**config.mk**
```make
export PLATFORM = sky130hd
export DESIGN_NAME = puf_sweep_ctrl
export DESIGN_NICKNAME = d
export VERILOG_FILES = /design/src/rtl/puf_pkg.sv /design/src/rtl/puf_popcount.sv /design/src/rtl/puf_sweep_ctrl.sv
export SDC_FILE = /design/constraint.sdc
export NUM_CORES = 1
export LEC_CHECK = 0
export ABC_AREA = 1
export CORE_UTILIZATION = 56
export DETAILED_ROUTE_END_ITERATION = 10
export PLACE_DENSITY = 0.88
export SYNTH_ARGS = -nofsm -noshare
export SYNTH_HDL_FRONTEND = slang
export SYNTH_SLANG_ARGS = --single-unit
```
**constraint.sdc**
```tcl
create_clock -name clk -period 7.6 [get_ports clk]
set_clock_uncertainty 0.15 [all_clocks]
set_input_delay 0.76 -clock clk [delete_from_list [all_inputs] [get_ports clk]]
set_output_delay 0.76 -clock clk [all_outputs]
set_load 0.01 [all_outputs]
```
**src/rtl/puf_pkg.sv**
```systemverilog
// Shared widths, sweep state encoding and result payload for the PUF challenge sequencer.
package puf_pkg;

   localparam int unsigned CHALL_W = 8;
   localparam int unsigned RESP_W  = 8;
   localparam int unsigned ONES_W  = 16;
   localparam int unsigned POP_W   = 4;

   typedef enum logic [2:0] {
      S_IDLE,
      S_ARM,
      S_SETTLE,
      S_WAIT,
      S_EMIT,
      S_NEXT
   } sweep_state_t;

   // One harvested challenge/response pair as held on the output stream
   typedef struct packed {
      logic [CHALL_W-1:0] chall;
      logic [RESP_W-1:0]  resp;
      logic               timeout;
   } sweep_result_t;

endpackage

```
**src/rtl/puf_popcount.sv**
```systemverilog
// Combinational ones-count of one PUF response.
module puf_popcount
   import puf_pkg::*;
(
   input  logic [RESP_W-1:0] data,
   output logic [POP_W-1:0]  count_c
);

   // Sum the set bits of the response
   always_comb begin
      count_c = '0;
      for (int unsigned i = 0; i < RESP_W; i++) begin
         count_c = count_c + POP_W'(data[i]);
      end
   end

endmodule

```
**src/rtl/puf_sweep_ctrl.sv**
```systemverilog
// Sweeps an inclusive challenge range through a PUF, harvesting each response
// onto a valid/ready stream and accumulating the total ones-count of the sweep.
module puf_sweep_ctrl
   import puf_pkg::*;
#(
   parameter int unsigned RST_CYCLES = 1,
   parameter int unsigned TIMEOUT    = 1024
)(
   input  logic               clk,
   input  logic               rst,
   input  logic               start,
   input  logic               abort,
   input  logic [CHALL_W-1:0] chall_first,
   input  logic [CHALL_W-1:0] chall_last,
   output logic               puf_en,
   output logic               puf_rst,
   output logic [CHALL_W-1:0] puf_chall,
   input  logic [RESP_W-1:0]  puf_response,
   input  logic               puf_ready,
   output logic               out_valid,
   input  logic               out_ready,
   output logic [CHALL_W-1:0] out_chall,
   output logic [RESP_W-1:0]  out_resp,
   output logic               out_timeout,
   output logic               busy,
   output logic               done,
   output logic               range_err,
   output logic [ONES_W-1:0]  ones_total
);

   localparam int unsigned RC_W = (RST_CYCLES > 1) ? $clog2(RST_CYCLES) : 1;
   localparam int unsigned WC_W = $clog2(TIMEOUT);

   sweep_state_t       state;
   sweep_state_t       next_state;
   logic [RC_W-1:0]    rst_cnt;
   logic [RC_W-1:0]    rst_cnt_nxt;
   logic [WC_W-1:0]    wait_cnt;
   logic [WC_W-1:0]    wait_cnt_nxt;
   logic [CHALL_W-1:0] cur;
   logic [CHALL_W-1:0] last_chall;
   sweep_result_t      res_q;
   logic [POP_W-1:0]   resp_ones;

   logic               go_sweep;
   logic               bad_range;
   logic               capture;
   logic               cap_timeout;
   logic               accept;
   logic               finish;
   logic               advance;

   assign puf_chall   = cur;
   assign out_chall   = res_q.chall;
   assign out_resp    = res_q.resp;
   assign out_timeout = res_q.timeout;

   puf_popcount u_popcount (
      .data    (res_q.resp),
      .count_c (resp_ones)
   );

   // State register
   always_ff @(posedge clk) begin
      if (rst) begin
         state <= S_IDLE;
      end else begin
         state <= next_state;
      end
   end

   // Next-state logic and per-cycle datapath strobes
   always_comb begin
      next_state   = state;
      rst_cnt_nxt  = rst_cnt;
      wait_cnt_nxt = wait_cnt;
      go_sweep     = 1'b0;
      bad_range    = 1'b0;
      capture      = 1'b0;
      cap_timeout  = 1'b0;
      accept       = 1'b0;
      finish       = 1'b0;
      advance      = 1'b0;

      unique case (state)
         S_IDLE: begin
            if (start) begin
               if (chall_first <= chall_last) begin
                  go_sweep    = 1'b1;
                  rst_cnt_nxt = '0;
                  next_state  = S_ARM;
               end else begin
                  bad_range = 1'b1;
               end
            end
         end
         S_ARM: begin
            if (rst_cnt == RC_W'(RST_CYCLES - 1)) begin
               next_state = S_SETTLE;
            end else begin
               rst_cnt_nxt = rst_cnt + RC_W'(1);
            end
         end
         S_SETTLE: begin
            // A ready level left over from the previous challenge is ignored here
            wait_cnt_nxt = '0;
            next_state   = S_WAIT;
         end
         S_WAIT: begin
            if (puf_ready) begin
               capture    = 1'b1;
               next_state = S_EMIT;
            end else if (wait_cnt == WC_W'(TIMEOUT - 1)) begin
               capture     = 1'b1;
               cap_timeout = 1'b1;
               next_state  = S_EMIT;
            end else begin
               wait_cnt_nxt = wait_cnt + WC_W'(1);
            end
         end
         S_EMIT: begin
            if (out_ready) begin
               accept     = 1'b1;
               next_state = S_NEXT;
            end
         end
         S_NEXT: begin
            // Compare before incrementing so a range ending at the top value never wraps
            if (cur == last_chall) begin
               finish     = 1'b1;
               next_state = S_IDLE;
            end else begin
               advance     = 1'b1;
               rst_cnt_nxt = '0;
               next_state  = S_ARM;
            end
         end
         default: begin
            next_state = S_IDLE;
         end
      endcase

      // Abort outranks every transition once a sweep is under way
      if (abort && (state != S_IDLE)) begin
         next_state = S_IDLE;
         capture    = 1'b0;
         accept     = 1'b0;
         finish     = 1'b0;
         advance    = 1'b0;
      end
   end

   // Counters, sweep bounds, held result and registered outputs
   always_ff @(posedge clk) begin
      if (rst) begin
         rst_cnt    <= '0;
         wait_cnt   <= '0;
         cur        <= '0;
         last_chall <= '0;
         res_q      <= '0;
         ones_total <= '0;
         puf_en     <= 1'b0;
         puf_rst    <= 1'b1;
         busy       <= 1'b0;
         out_valid  <= 1'b0;
         done       <= 1'b0;
         range_err  <= 1'b0;
      end else begin
         rst_cnt   <= rst_cnt_nxt;
         wait_cnt  <= wait_cnt_nxt;
         puf_en    <= (next_state != S_IDLE);
         busy      <= (next_state != S_IDLE);
         puf_rst   <= (next_state == S_IDLE) || (next_state == S_ARM);
         out_valid <= (next_state == S_EMIT);
         done      <= finish;
         range_err <= bad_range;

         if (go_sweep) begin
            cur        <= chall_first;
            last_chall <= chall_last;
         end else if (advance) begin
            cur <= cur + CHALL_W'(1);
         end

         if (capture) begin
            res_q.chall   <= cur;
            res_q.resp    <= cap_timeout ? '0 : puf_response;
            res_q.timeout <= cap_timeout;
         end

         if (go_sweep) begin
            ones_total <= '0;
         end else if (accept) begin
            ones_total <= ones_total + ONES_W'(resp_ones);
         end
      end
   end

endmodule

```
==> out/qor.csv, run 1 <==
metric,value,unit
Initial Utilization,58.4,%
vias in the first global route,3499,
DP Area,0.00451,sq mm
WHS,0.296,ns
startpoint types,flop,
Peak VDD IR,131,uV
post_cts resized,0,
Die X-Extent,83.6,microns
Final Util,74.1,%
First-pass DRT Iterations,5,
Post-Route WL,9090,microns
sequential fraction of the synthesis area,36.0,%
final design instance area without fill,0.00473,sq mm
Layout Nets,663,
worst reg2reg path startpoint,out_resp[0],
worst-path maximum fanout,6,
final setup fails,0,
DP HPWL,6630,microns
site row count,29,
WL/cell,13.1,microns
# clock sinks,67,
FF-to-FF End,ones_total[13],
NetSw,239,uW
port bufs,76,
post-CTS setup buffer count,0,
worst r2r path cells,16,
Final min period,4.00,ns
final setup TNS,0,ns
number of buffers created by CTS,9,
core area,0.00639,sq mm
largest net degree at the start of global routing,27,
reg2reg setup slack,3.60,ns
DRC,0,
slew margin rel.,51.7,%
Yosys warning total,0,
Vias/cell,5.35,
WS Path Type,flop to flop,
gr usage total,27.7,%
sequential share of power,45.0,%
Fin. Hold Viols,0,
outcome,"finished, final reports clean",
Fmax,0.250,GHz
post-route antenna net violation count,0,
PD cells,180,mW/mm^2
Final Instance Count excl. Fillers,693,
HP Class,flop to flop,
max_cap viols,0,
sw frac,28.1,%
DRT iter0 DRCs,209,
Mean Syn Cell Area,6.93,sq um
Die ar.,0.00699,sq mm
depth of the CTS H-tree,3,
Clock Path Buffers,2,
Max Slew Vio Count,0,
CTS tree,yes,
placed insts,677,
Leak,0.00195,uW
Worst Path Required,7.73,ns
Skew-Pair Late Insertion Delay,0.36,ns
Mapped Nets,590,
Ports,77,
antenna violations before repair,0,
Post-CTS Hold Buffers,0,
RSZ-0062 raised after global routing,false,
Slew @ Worst Pin,0.722,ns
first-pass GRT wire length,15700,microns
combinational fraction of design power,16.2,%
Yosys reg bits,67,
"Distinct cells, synth",34,
Synth-to-Final Area Change,26.8,%
total grt overflow,0,
synthesized area,0.00373,sq mm
internal power,611,uW
share of cells above drive strength 1,6.01,%
Post-Synthesis Cells,538,
CP Data Arrival Time,4.14,ns
clock share of power,38.8,%
CP Capture Point,ones_total[13],
Tcrit/Tclk final,52.7,%
CTS clock-pin slew for the worst setup and hold paths,0.07,ns
Ant. Diodes,0,
root buffer cell,clkbuf_8,
Die Y,83.6,microns
routability cong.,0.920,
CP Capture Type,flop,
Via Count,3707,
Critical Path Start,out_resp[0],
## power by group through the flow
stage	registers, uW	logic [uW]	clock network [uW]
global route	385	154	349
CTS	382	138	332
floorplan	390	87.6	0
detailed placement	390	137	0
finish	383	138	330
global placement	389	134	0
## sequential cells by signal (all words and copies together) (netlist names), 3 cells and up
register,cells
wait_cnt,10
last_chall,8
state,3
out_resp,8
puf_chall,8
out_chall,8
ones_total,16
## cell families (layout without fill, tap and decap cells)
family,Yosys count,count (layout),synth area share (%)
AO/OA/AOI/OAI,85,85,11.7
XOR/XNOR,11,11,2.58
adder cells (fa/ha/maj),22,22,8.39
buffers and inverters,101,179,10.8
flip-flops,67,67,36.0
AND/OR/NAND/NOR,252,252,30.5
## cell usage in the layout, fill, tap and decap left out, types with 4 or more instances in the layout
cell type,count
nand3_1,41
o21ai_0,26
nor3_1,13
dfxtp_1,67
inv_1,83
nor2_1,38
nand2_2,7
clkdlybuf4s50_1,76
clkbuf_8,9
fa_1,5
nand2_1,123
nand4_1,14
a21oi_1,51
ha_1,17
xor2_1,5
nor2_2,4
xnor2_1,6
## cells in the mapped netlist
cell      number  area share [%]
o21ai_2        1            0.23
a31oi_1        2            0.34
clkbuf_1       4            0.40
o21ai_1        3            0.40
a21o_1         1            0.20
nor3_1        13             1.7
a21oi_1       51             6.8
nor2_2         4            0.67
nand2_1      123              12
or2_2          1            0.17
a211oi_1       1            0.20
nor4_1         1            0.17
nor3b_1        1            0.20
xnor2_1        6             1.4
buf_4          5             1.0
buf_1          1            0.10
nor2_4         1            0.30
inv_2          3            0.30
inv_1         83             8.4
fa_1           5             2.7
buf_2          5            0.67
and3_1         1            0.17
dfxtp_1       67              36
nand4_1       14             2.3
ha_1          17             5.7
nand2_2        7             1.2
nand3_2        2            0.54
nor2_1        38             3.8
nand3b_1       3            0.60
nand3_1       41             5.5
o21ai_0       26             3.5
xor2_1         5             1.2
nor3_2         1            0.27
nor3_4         1            0.44
## worst max-delay path, stage by stage, from the launching register on
cell      delay (ns)
dfxtp_1         0.33
ha_1            0.28
inv_1           0.05
fa_1            0.49
fa_1            0.42
fa_1            0.41
fa_1            0.40
xnor2_1         0.14
ha_1            0.33
nand3_1         0.10
nand3_1         0.13
nand2_1         0.10
o21ai_2         0.14
nand3_1         0.15
inv_1           0.10
nand3b_1        0.07
a21oi_1         0.13
## cell type report
type                    count  area, sq um
multi-input cells         370         1980
fillers                   503         1660
flip-flops and latches     67         1340
repair buffers             77          768
inverters                  86          323
clock buffers              10          128
well taps                  77         96.3
clock inverters             6         90.1
## per-layer routing
metal / up-vias / global-route usage (%) / share of wire (%)
li1: 1868 / - / -
met1: 1702 / 34.5 / 43
met2: 120 / 47.2 / 49
met3: 17 / 3.96 / 5.5
met4: 0 / 13.1 / 2.2
met5: - / 0 / 0
## through the flow
step | power (uW) | setup WS (ns)
floorplan | 477 | 3.86
global placement | 523 | 3.77
detailed placement | 527 | 3.65
CTS | 851 | 3.60
global route | 888 | 3.38
finish | 850 | 3.60
## how the worst min path moves through the flow
stage                            start      endpoint  slack (ns)  cells past startpoint
final                     out_chall[2]  out_chall[2]        0.30                      2
after global routing      out_chall[6]  out_chall[6]        0.32                      2
after CTS                 out_chall[2]  out_chall[2]        0.30                      2
after detailed placement  out_chall[3]  out_chall[3]        0.29                      2
after global placement    out_chall[2]  out_chall[2]        0.28                      2
after floorplan            wait_cnt[9]   wait_cnt[9]        0.28                      2
Note: power is estimated with default switching activity, not from simulation.
==> run 2: changes to the inputs <==
--- a/config.mk
+++ b/config.mk
@@ -6,9 +6,9 @@
 export NUM_CORES = 1
 export LEC_CHECK = 0
 export ABC_AREA = 1
-export CORE_UTILIZATION = 56
+export CORE_UTILIZATION = 47
 export DETAILED_ROUTE_END_ITERATION = 10
-export PLACE_DENSITY = 0.88
+export PLACE_DENSITY = 0.79
 export SYNTH_ARGS = -nofsm -noshare
 export SYNTH_HDL_FRONTEND = slang
 export SYNTH_SLANG_ARGS = --single-unit
==> constraint.sdc (replaced) <==
create_clock -name clk -period 3.28 [get_ports clk]
set_clock_uncertainty 0.15 [all_clocks]
set_input_delay 0.328 -clock clk [delete_from_list [all_inputs] [get_ports clk]]
set_output_delay 0.328 -clock clk [all_outputs]
set_load 0.01 [all_outputs]
==> run 2 against run 1 <==
Against the previous run: the flow now finishes with violations (negative setup slack); non-clock buffer count increased by 19; final area increased by 7.0%; sequential cell count unchanged; register-to-register slack got worse by 4.2 ns; global-route usage decreased by 4.3 points; combinational power increased by 140%; clock power increased by 86%; via count increased by 3.6%; die area increased by 19%; sequential power increased by 130%; first-iteration DRC count increased by 28%; cell count increased by 6.3%; critical path type unchanged.
==> out/qor.csv, run 2 (same netlist as run 1, synthesis figures left out) <==
metric,value,unit,change
site row count,32,,+10%
Die X-Extent,91.1,microns,+8.9%
Die Y,91.1,microns,+8.9%
gr usage total,23.5,%,-4.3 points
first-pass GRT wire length,15600,microns,-0.79%
Layout fillers,623,,+24%
startpoint types,flop,,
post-route antenna net violation count,0,,unchanged
Biggest register,ones_total,,
"most common cell after layout, fill and taps aside",nand2_1,,
Post-Route WL,9870,microns,+8.5%
biggest regs,"ones_total (16), wait_cnt (10)",,
port bufs,76,,unchanged
CP Capture Type,flop,,
number of buffers created by CTS,9,,unchanged
WS Path Type,flop to flop,,
final setup TNS,-7.55,ns,-7.55 ns
Final min period,3.87,ns,-0.138 ns
worst-path maximum fanout,3,,-3
violated checks,negative setup slack,,
share of cells above drive strength 1,13.9,%,+7.9 points
# clock sinks,67,,unchanged
Worst Path Required,3.36,ns,-4.37 ns
Tcrit/Tclk final,118,%,+65 points
routability cong.,0.878,,-4.5%
worst r2r path cells,16,,unchanged
CP Data Arrival Time,3.95,ns,-0.19 ns
Post-CTS Hold Buffers,0,,unchanged
Ant. Diodes,0,,unchanged
Slew @ Worst Pin,0.661,ns,-0.0611 ns
Final Instance Count excl. Fillers,737,,+6.3%
Peak VDD IR,167,uV,+27%
reg2reg setup slack,-0.59,ns,-4.18 ns
CTS clock-pin slew for the worst setup and hold paths,0.08,ns,about the same
FF-to-FF End,ones_total[7],,
"commonest non-fill, non-tap cells in the layout","118 x nand2_1, 79 x inv_1, 76 x clkdlybuf4s50_1",,
final setup fails,15,,+15
final design instance area without fill,0.00506,sq mm,+7.0%
area occupied by multi-input gates,0.00216,sq mm,+9.1%
vias in the first global route,3429,,-2.0%
placed insts,713,,+5.3%
DP Area,0.00466,sq mm,+3.3%
depth of the CTS H-tree,3,,unchanged
hold path cells,2,,unchanged
Largest register FFs,16,,unchanged
RSZ-0062 raised after global routing,true,,
Clock Path Buffers,2,,unchanged
Vias/cell,5.21,,-2.6%
PnR worst setup slack,-0.587,ns,-4.18 ns
total grt overflow,0,,unchanged
Final Util,65.9,%,-8.2 points
Fmax,0.259,GHz,+3.6%
DRC,0,,unchanged
worst reg2reg path startpoint,out_resp[1],,
First-pass DRT Iterations,5,,unchanged
WL/cell,13.4,microns,+2.1%
Fin. Hold Viols,0,,unchanged
Via Count,3840,,+3.6%
Synth-to-Final Area Change,35.8,%,
Skew-Pair Late Insertion Delay,0.35,ns,about the same
outcome,"complete, but fails checks",,
Layout Nets,682,,+2.9%
Initial Utilization,48.5,%,-9.9 points
DRT iter0 DRCs,268,,+28%
core area,0.00769,sq mm,+20%
max_cap viols,0,,unchanged
largest net degree at the start of global routing,27,,unchanged
root buffer cell,clkbuf_8,,
slew margin rel.,55.8,%,+4.1 points
HP Class,flop to flop,,
PD cells,361,mW/mm^2,+100%
Die ar.,0.00829,sq mm,+19%
register area,0.00134,sq mm,+0.19%
Leak,0.00208,uW,+6.8%
HP Start,out_chall[6],,
Ports,77,,unchanged
Max Slew Vio Count,0,,unchanged
Worst Hold Path EP,out_chall[6],,
CTS tree,yes,,
antenna violations before repair,0,,unchanged
DP HPWL,6600,microns,-0.39%
[run 2: cell types whose count changed in the layout (fill, tap and decap cells not counted), moves of 3 or more]
cell / change
buf_4: +14
buf_6: +5
fa_1: -3
fa_2: +3
ha_1: -3
ha_4: +3
inv_1: -4
inv_2: +3
nand2_1: -5
nand2_2: +4
nand3_1: -7
nand3_2: +5
nor2_1: -3
[run 2: worst max path at each step]
stage / start / end / slack, ns / depth (start not counted)
after global placement: out_resp[0] / ones_total[13] / -0.42 / 16
final: out_resp[1] / ones_total[7] / -0.59 / 16
after floorplan: out_resp[0] / ones_total[13] / -0.34 / 16
after CTS: out_resp[1] / ones_total[14] / -0.47 / 16
after detailed placement: out_resp[1] / ones_total[13] / -0.50 / 16
after global routing: out_resp[1] / ones_total[7] / -0.71 / 16
[run 2: area by class of cell]
class	count	area share (%)
clock buffers	12	2.87
clock inverters	4	0.519
inverters	86	6.43
multi-input cells	370	42.8
flip-flops and latches	67	26.5
well taps	102	2.52
repair buffers	96	18.4
[run 2: worst max-delay path, stage by stage (launching register included)]
cell     delay, ns
dfxtp_2       0.34
ha_4          0.26
inv_2         0.03
fa_1          0.51
fa_1          0.44
fa_2          0.36
fa_2          0.53
inv_2         0.06
ha_4          0.28
nand3_4       0.09
nand3_4       0.12
buf_4         0.13
nand2_2       0.05
nand2_2       0.07
nand3_2       0.09
nor3_2        0.15
nor3_1        0.09
[run 2: power by group]
| part | switching [uW] | internal, uW | total, uW |
|---|---|---|---|
| Combinational | 187 | 141 | 327 |
| Clock | 320 | 294 | 615 |
| Sequential | 35.7 | 850 | 885 |
[run 2: what timing repair did]
item / in CTS / in global routing
buffers inserted: 5 / 4
gates cloned: 0 / 0
pin swaps: 14 / 8
setup endpoints to repair: 15 / 15
gates resized for setup: 16 / 19
[run 2: layer usage]
layer | wire (microns) | vias up | global-route usage (%) | share of wire [%]
li1 | - | 1911 | - | -
met5 | 0 | - | 0 | 0
met4 | 249 | 0 | 9.52 | 2.5
met3 | 637 | 29 | 5.36 | 6.5
met1 | 4090 | 1741 | 29.8 | 41
met2 | 4890 | 159 | 38.4 | 50
[run 2: per-stage QoR]
step           total power, uW  hold slack (ns)  worst slack (ns)
6_report                  1830            0.295            -0.587
5_1_grt                   1920            0.321            -0.705
4_1_cts                   1830            0.298            -0.470
3_5_place_dp              1230            0.286            -0.502
3_3_place_gp              1220            0.282            -0.417
2_1_floorplan             1110            0.272            -0.342
